<file path="config.mk">
export PLATFORM = sky130hd
export DESIGN_NAME = mem_port_arbiter
export DESIGN_NICKNAME = d
export VERILOG_FILES = /design/src/rtl/mem_port_arbiter.sv
export SDC_FILE = /design/constraint.sdc
export NUM_CORES = 1
export LEC_CHECK = 0
export BUFFER_PORTS_ARGS = -buffer_cell sky130_fd_sc_hd__buf_2
export CAP_MARGIN = 15
export CORE_AREA = 2 2 106 108
export CTS_CLUSTER_SIZE = 8
export DETAILED_ROUTE_END_ITERATION = 7
export DIE_AREA = 0 0 108 110
export GPL_TIMING_DRIVEN = 0
export SYNTH_ARGS = -nofsm -noshare
export SYNTH_HDL_FRONTEND = slang
export SYNTH_SLANG_ARGS = --single-unit
</file>
<file path="constraint.sdc">
create_clock -name clk -period 3.7 [get_ports clk]
set_input_delay 0.37 -clock clk [delete_from_list [all_inputs] [get_ports clk]]
set_output_delay 0.37 -clock clk [all_outputs]
set_load 0.01 [all_outputs]
</file>
<file path="src/rtl/mem_port_arbiter.sv">
// Single-port memory arbiter for fetch and data requesters.
// Data has priority; fetch is forced after STARVE_MAX data grants.
module mem_port_arbiter #(
  parameter int MEM_LAT    = 1,
  parameter int STARVE_MAX = 4,
  parameter int AWIDTH     = 32
) (
  input  logic              clk,
  input  logic              rst,
  input  logic              i_req,
  input  logic [AWIDTH-1:0] i_addr,
  output logic              i_gnt,
  input  logic              i_kill,
  output logic              i_rvalid,
  output logic [31:0]       i_rdata,
  input  logic              d_req,
  input  logic [AWIDTH-1:0] d_addr,
  input  logic [3:0]        d_we,
  input  logic [31:0]       d_wdata,
  output logic              d_gnt,
  output logic              d_rvalid,
  output logic [31:0]       d_rdata,
  output logic              mem_en,
  output logic [3:0]        mem_we,
  output logic [AWIDTH-1:0] mem_addr,
  output logic [31:0]       mem_wdata,
  input  logic [31:0]       mem_rdata
);

  typedef enum logic [1:0] {
    IDLE   = 2'd0,
    BUSY_I = 2'd1,
    BUSY_D = 2'd2
  } state_e;

  localparam logic [2:0] LAT  = 3'(MEM_LAT);
  localparam logic [3:0] SMAX = 4'(STARVE_MAX);

  state_e     state_q, state_d;
  logic [2:0] cnt_q, cnt_d;
  logic [3:0] starve_q, starve_d;
  logic       kill_q, kill_d;

  logic slot, d_take, i_take, i_done, d_done;

  always_comb begin
    i_done = rst && (state_q == BUSY_I) && (cnt_q == 3'd1);
    d_done = rst && (state_q == BUSY_D) && (cnt_q == 3'd1);
    slot   = rst && ((state_q == IDLE) || i_done || d_done);
    d_take = slot && d_req && !((starve_q == SMAX) && i_req);
    i_take = slot && i_req && !d_take;
  end

  always_ff @(posedge clk) begin
    if (!rst) begin
      state_q  <= IDLE;
      cnt_q    <= 3'd0;
      starve_q <= 4'd0;
      kill_q   <= 1'b0;
    end else begin
      state_q  <= state_d;
      cnt_q    <= cnt_d;
      starve_q <= starve_d;
      kill_q   <= kill_d;
    end
  end

  always_comb begin
    state_d  = IDLE;
    cnt_d    = 3'd0;
    starve_d = starve_q;
    kill_d   = kill_q;
    if (d_take) begin
      state_d = BUSY_D;
      cnt_d   = LAT;
    end else if (i_take) begin
      state_d = BUSY_I;
      cnt_d   = LAT;
    end else begin
      case (state_q)
        BUSY_I, BUSY_D: begin
          if (cnt_q > 3'd1) begin
            state_d = state_q;
            cnt_d   = cnt_q - 3'd1;
          end
        end
        default: begin
          state_d = IDLE;
          cnt_d   = 3'd0;
        end
      endcase
    end
    if (!i_req || i_take)
      starve_d = 4'd0;
    else if (d_take && starve_q != SMAX)
      starve_d = starve_q + 4'd1;
    // A kill in a fetch grant cycle also covers the fetch just issued
    if (i_done)
      kill_d = 1'b0;
    if (i_kill && (i_take || (state_q == BUSY_I && !i_done)))
      kill_d = 1'b1;
  end

  always_comb begin
    i_gnt     = i_take;
    d_gnt     = d_take;
    mem_en    = i_take || d_take;
    mem_we    = d_take ? d_we : 4'd0;
    mem_addr  = d_take ? d_addr : (i_take ? i_addr : '0);
    mem_wdata = mem_en ? d_wdata : 32'd0;
    i_rvalid  = i_done && !kill_q && !i_kill;
    i_rdata   = i_rvalid ? mem_rdata : 32'd0;
    d_rvalid  = d_done;
    d_rdata   = d_done ? mem_rdata : 32'd0;
  end

endmodule

</file>
==> summary.md <==
| Metric | Value |
|---|---|
| Status | finished, final reports clean |
| Reg2reg setup slack | 2030 ps |
| Leak pwr | 2.06 nW |
| Worst hold endpoint | kill_q$_SDFFE_PN0P_ |
| Pwr/cell area | between 150 and 200 nW/um^2 |
| DP Area | 3370 um^2 |
| Critical path, cell by cell | inv_1 -> ha_1 -> nand3b_1 -> o21a_1 -> buf_2 -> clkbuf_1 -> nand2_1 -> a21oi_1 -> buf_2 |
| Top delay family on crit path | buffers and inverters |
| Pins over their slew limit | 0 |
| Post-synth top area share | 32.9% |
| Worst Setup End Kind | output port |
| Area contributors post-synth | and2_1 33%, dfxtp_1 11%, nand3_1 10%, a21oi_1 9.6%, nand2_1 8.2% |
| I/O pin count | 274 |
| Min-Delay Path Class | in2reg |
| Setup TNS | 0 ps |
| Register share of total power | 21.9% |
| Starting Density | 17.1% |
| Part of the power in combinational logic | 57.3% |
| Count leader, synth | and2_1 |
| Die area | 11900 um^2 |
| RSZ-0062 raised after global routing | false |
| CTS Buf Count | 3 |
| Worst setup SP type | register |
| CTS tree | built |
| Minimum clock period | approximately 2600 ps |
| Setup bufs post-CTS | 0 |
| Vias/cell | around 4.2 |
| # hold bufs at CTS | 0 |
| Worst reg2reg endpoint | cnt_q[2]$_SDFF_PP0_ |
| Critical Path Most Common Cell | buf_2 |
| DR iter-0 viols | 96 |
| Synth Area per Inst | ~6.2 um^2 |
| Post-synth EDFFs | 0 |
| Switching power share of the total | 38.6% |
| Post-Syn Instances | 294 |
| MaxCap Viol Count | 0 |
| Setup CP Type | reg2out |
| Final WL | between 8 and 9 mm |
| Flops & latches, synth | 10 |
| Die height | 110 um |
| Int Power | about 330 uW |
| Clk network pwr share | 20.8% |
| Crit. path cell count | 9 |
| Yosys warnings | 0 |
| Via count | about 3000 |
| Max Freq | 388 MHz |
| Largest family of logic cells by synthesized area | simple AND/OR/NAND/NOR gates |
| Synth cell types | 33 |
| First-pass DRT Iterations | 4 |
| Crit path max-delay cell type | dfxtp_1 |
| Die X | 108 um |
| Synth Area in XOR/XNOR | 0.479% |
| DRC viols | 0 |
| Sequential element share of the synthesized area | between 10% and 20% |
| Crit Reg-Reg Startpoint | cnt_q[0]$_SDFF_PN0_ |
| Complex-gate fraction of the synthesized area | 16.6% |
| CP peak stage delay | between 300 and 400 ps |
| Vias in the first global route | 2647 |
| WL per Instance | 11.8 um |
| Fin. Hold Viols | 0 |
| VDD IR max | 0.0979 mV |
| GRT Resource Usage Total | 12.2% |
| Congestion Overflow GR | 0 |
| Gpl congestion | a little over 0.7 |
| Tot Pwr | 539 uW |
| Post-DP HPWL | 7.21 mm |
| Final period utilization | 69.6% |
| Routed Antenna Nets | 0 |
| Final Setup Violations | 0 |
| Slew of the pin with the lowest slew margin | slightly above 600 ps |
| Final std cells w/o fill | 710 |
| Clk_skew | 0.480 ps |
| Diode count | 0 |
| CTS Buffer Depth | 2 |
| Worst reg-to-reg path cell count | 6 |
| Crit path max fanout | 10 |
| Nets | ~720 |
| Max transition margin | 58.1% |
| Core area | 10700 um^2 |
| # clock sinks | 10 |
| Mux cell area share after synthesis | 0% |
| Row cnt | 38 |
| Commonest cells in the netlist | 96 x and2_1, 40 x nand2_1, 37 x nand3_1 |
| Placed cells | approximately 710 |
| Share of cells above drive strength 1 | 51.4% |
| P_sw | 208 uW |
| Adder-Cell Fraction of Synth Area | 4.79% |
| Syn-to-layout area delta | 86.6% |
| Hold Startpoint | i_kill |
| Worst skew pair latency | 240 ps |
| Synth Cell Area | between 1500 and 2000 um^2 |
| CP Data Required Time | 3330 ps |
| Worst EP arrival | ~2200 ps |
| Initial antenna violation count | 0 |
| Synth async-reset ratio | 0% |
| Hold Path Depth | 3 |
| IO Port Bufs | 273 |
| Root Buffer | clkbuf_8 |
| Synth area leader | and2_1 |
| Final Instance Area | 3410 um^2 |
| Syn_nets | ~440 |
| Post-cts resize count | 0 |
| Buf/Inv on CP | 4 |
| Main synth FF type | dfxtp_1 |
| Largest net degree at the start of global routing | 11 |
| H-tree Lvls | 1 |
| Simple-Gate Fraction of Synth Area | 59.0% |
| Clk slew on worst S/H paths | 40 ps |
| First-pass GRT wire length | between 10 and 15 mm |
-- routing by layer --
layer	vias to the layer above	GRT usage (%)	wire [um]
li1	1528	-	-
met1	1301	13.1	3100
met2	173	25.5	4420
met3	5	1.18	810
met4	0	2.47	67
met5	-	0	0
-- power groups by stage --
stage / logic [mW] / clock network, mW / registers, mW
global placement: 0.312 / 0 / 0.120
CTS: 0.314 / 0.114 / 0.118
global route: 0.344 / 0.118 / 0.118
detailed placement: 0.312 / 0 / 0.120
finish: 0.309 / 0.112 / 0.118
floorplan: 0.157 / 0 / 0.119
-- state kept, by name, summed over array words and instances, names as in the netlist --
name      cells
starve_q      4
kill_q        1
state_q       2
cnt_q         3
-- layout make-up --
cell class	count	area, um^2
tap	140	175
buffer	23	119
inverter	8	30.0
clock buffer	3	41.3
sequential	10	200
multi-input combinational	253	1480
timing repair buffer	273	1370
fill	1268	7290
-- cell families after synthesis --
kind of cell    after synthesis
compound gates               51
fa+ha+maj                     7
xor+xnor                      1
buf+inv                      31
simple gates                194
flops                        10
-- per-stage QoR --
step,setup WS (ps),hold WS [ps],utilization [%]
2_1_floorplan,1740,440,-
3_3_place_gp,1350,457,31.5
3_5_place_dp,1370,480,31.5
4_1_cts,1110,425,31.9
5_1_grt,922,432,31.9
6_report,1120,420,31.9
-- worst max-delay path by stage --
| stage | start | to | slack [ps] |
|---|---|---|---|
| after CTS | cnt_q[0]$_SDFF_PN0_ | mem_addr[22] | 1110 |
| after floorplan | starve_q[0]$_SDFFE_PP0P_ | mem_addr[10] | 1740 |
| after global placement | starve_q[0]$_SDFFE_PP0P_ | mem_addr[2] | 1350 |
| final | starve_q[0]$_SDFFE_PP0P_ | mem_addr[2] | 1120 |
| after detailed placement | cnt_q[0]$_SDFF_PN0_ | mem_addr[22] | 1370 |
| after global routing | starve_q[0]$_SDFFE_PP0P_ | mem_addr[2] | 920 |
-- placed cells by master, fill, tap and decap left out, types with 2 or more instances in the layout --
cell      synthesis  routed
nor3_1            2       2
and2_1           96      96
o22ai_1           2       2
nand3_1          37      37
nand2_1          40      40
clkbuf_8          0       3
clkbuf_1         12      12
dfxtp_1          10      10
a21oi_1          35      35
inv_1             8       8
nor2_1            6       6
buf_6             3       3
and3_1            6       6
o21ai_0           4       4
buf_2             8     281
ha_1              7       7
-- tightest hold or removal path, cell delays in order --
cell and delay (ps):
buf_2 120, nand3_1 60, o21ai_0 60
Power figures use the tool's default switching activity.
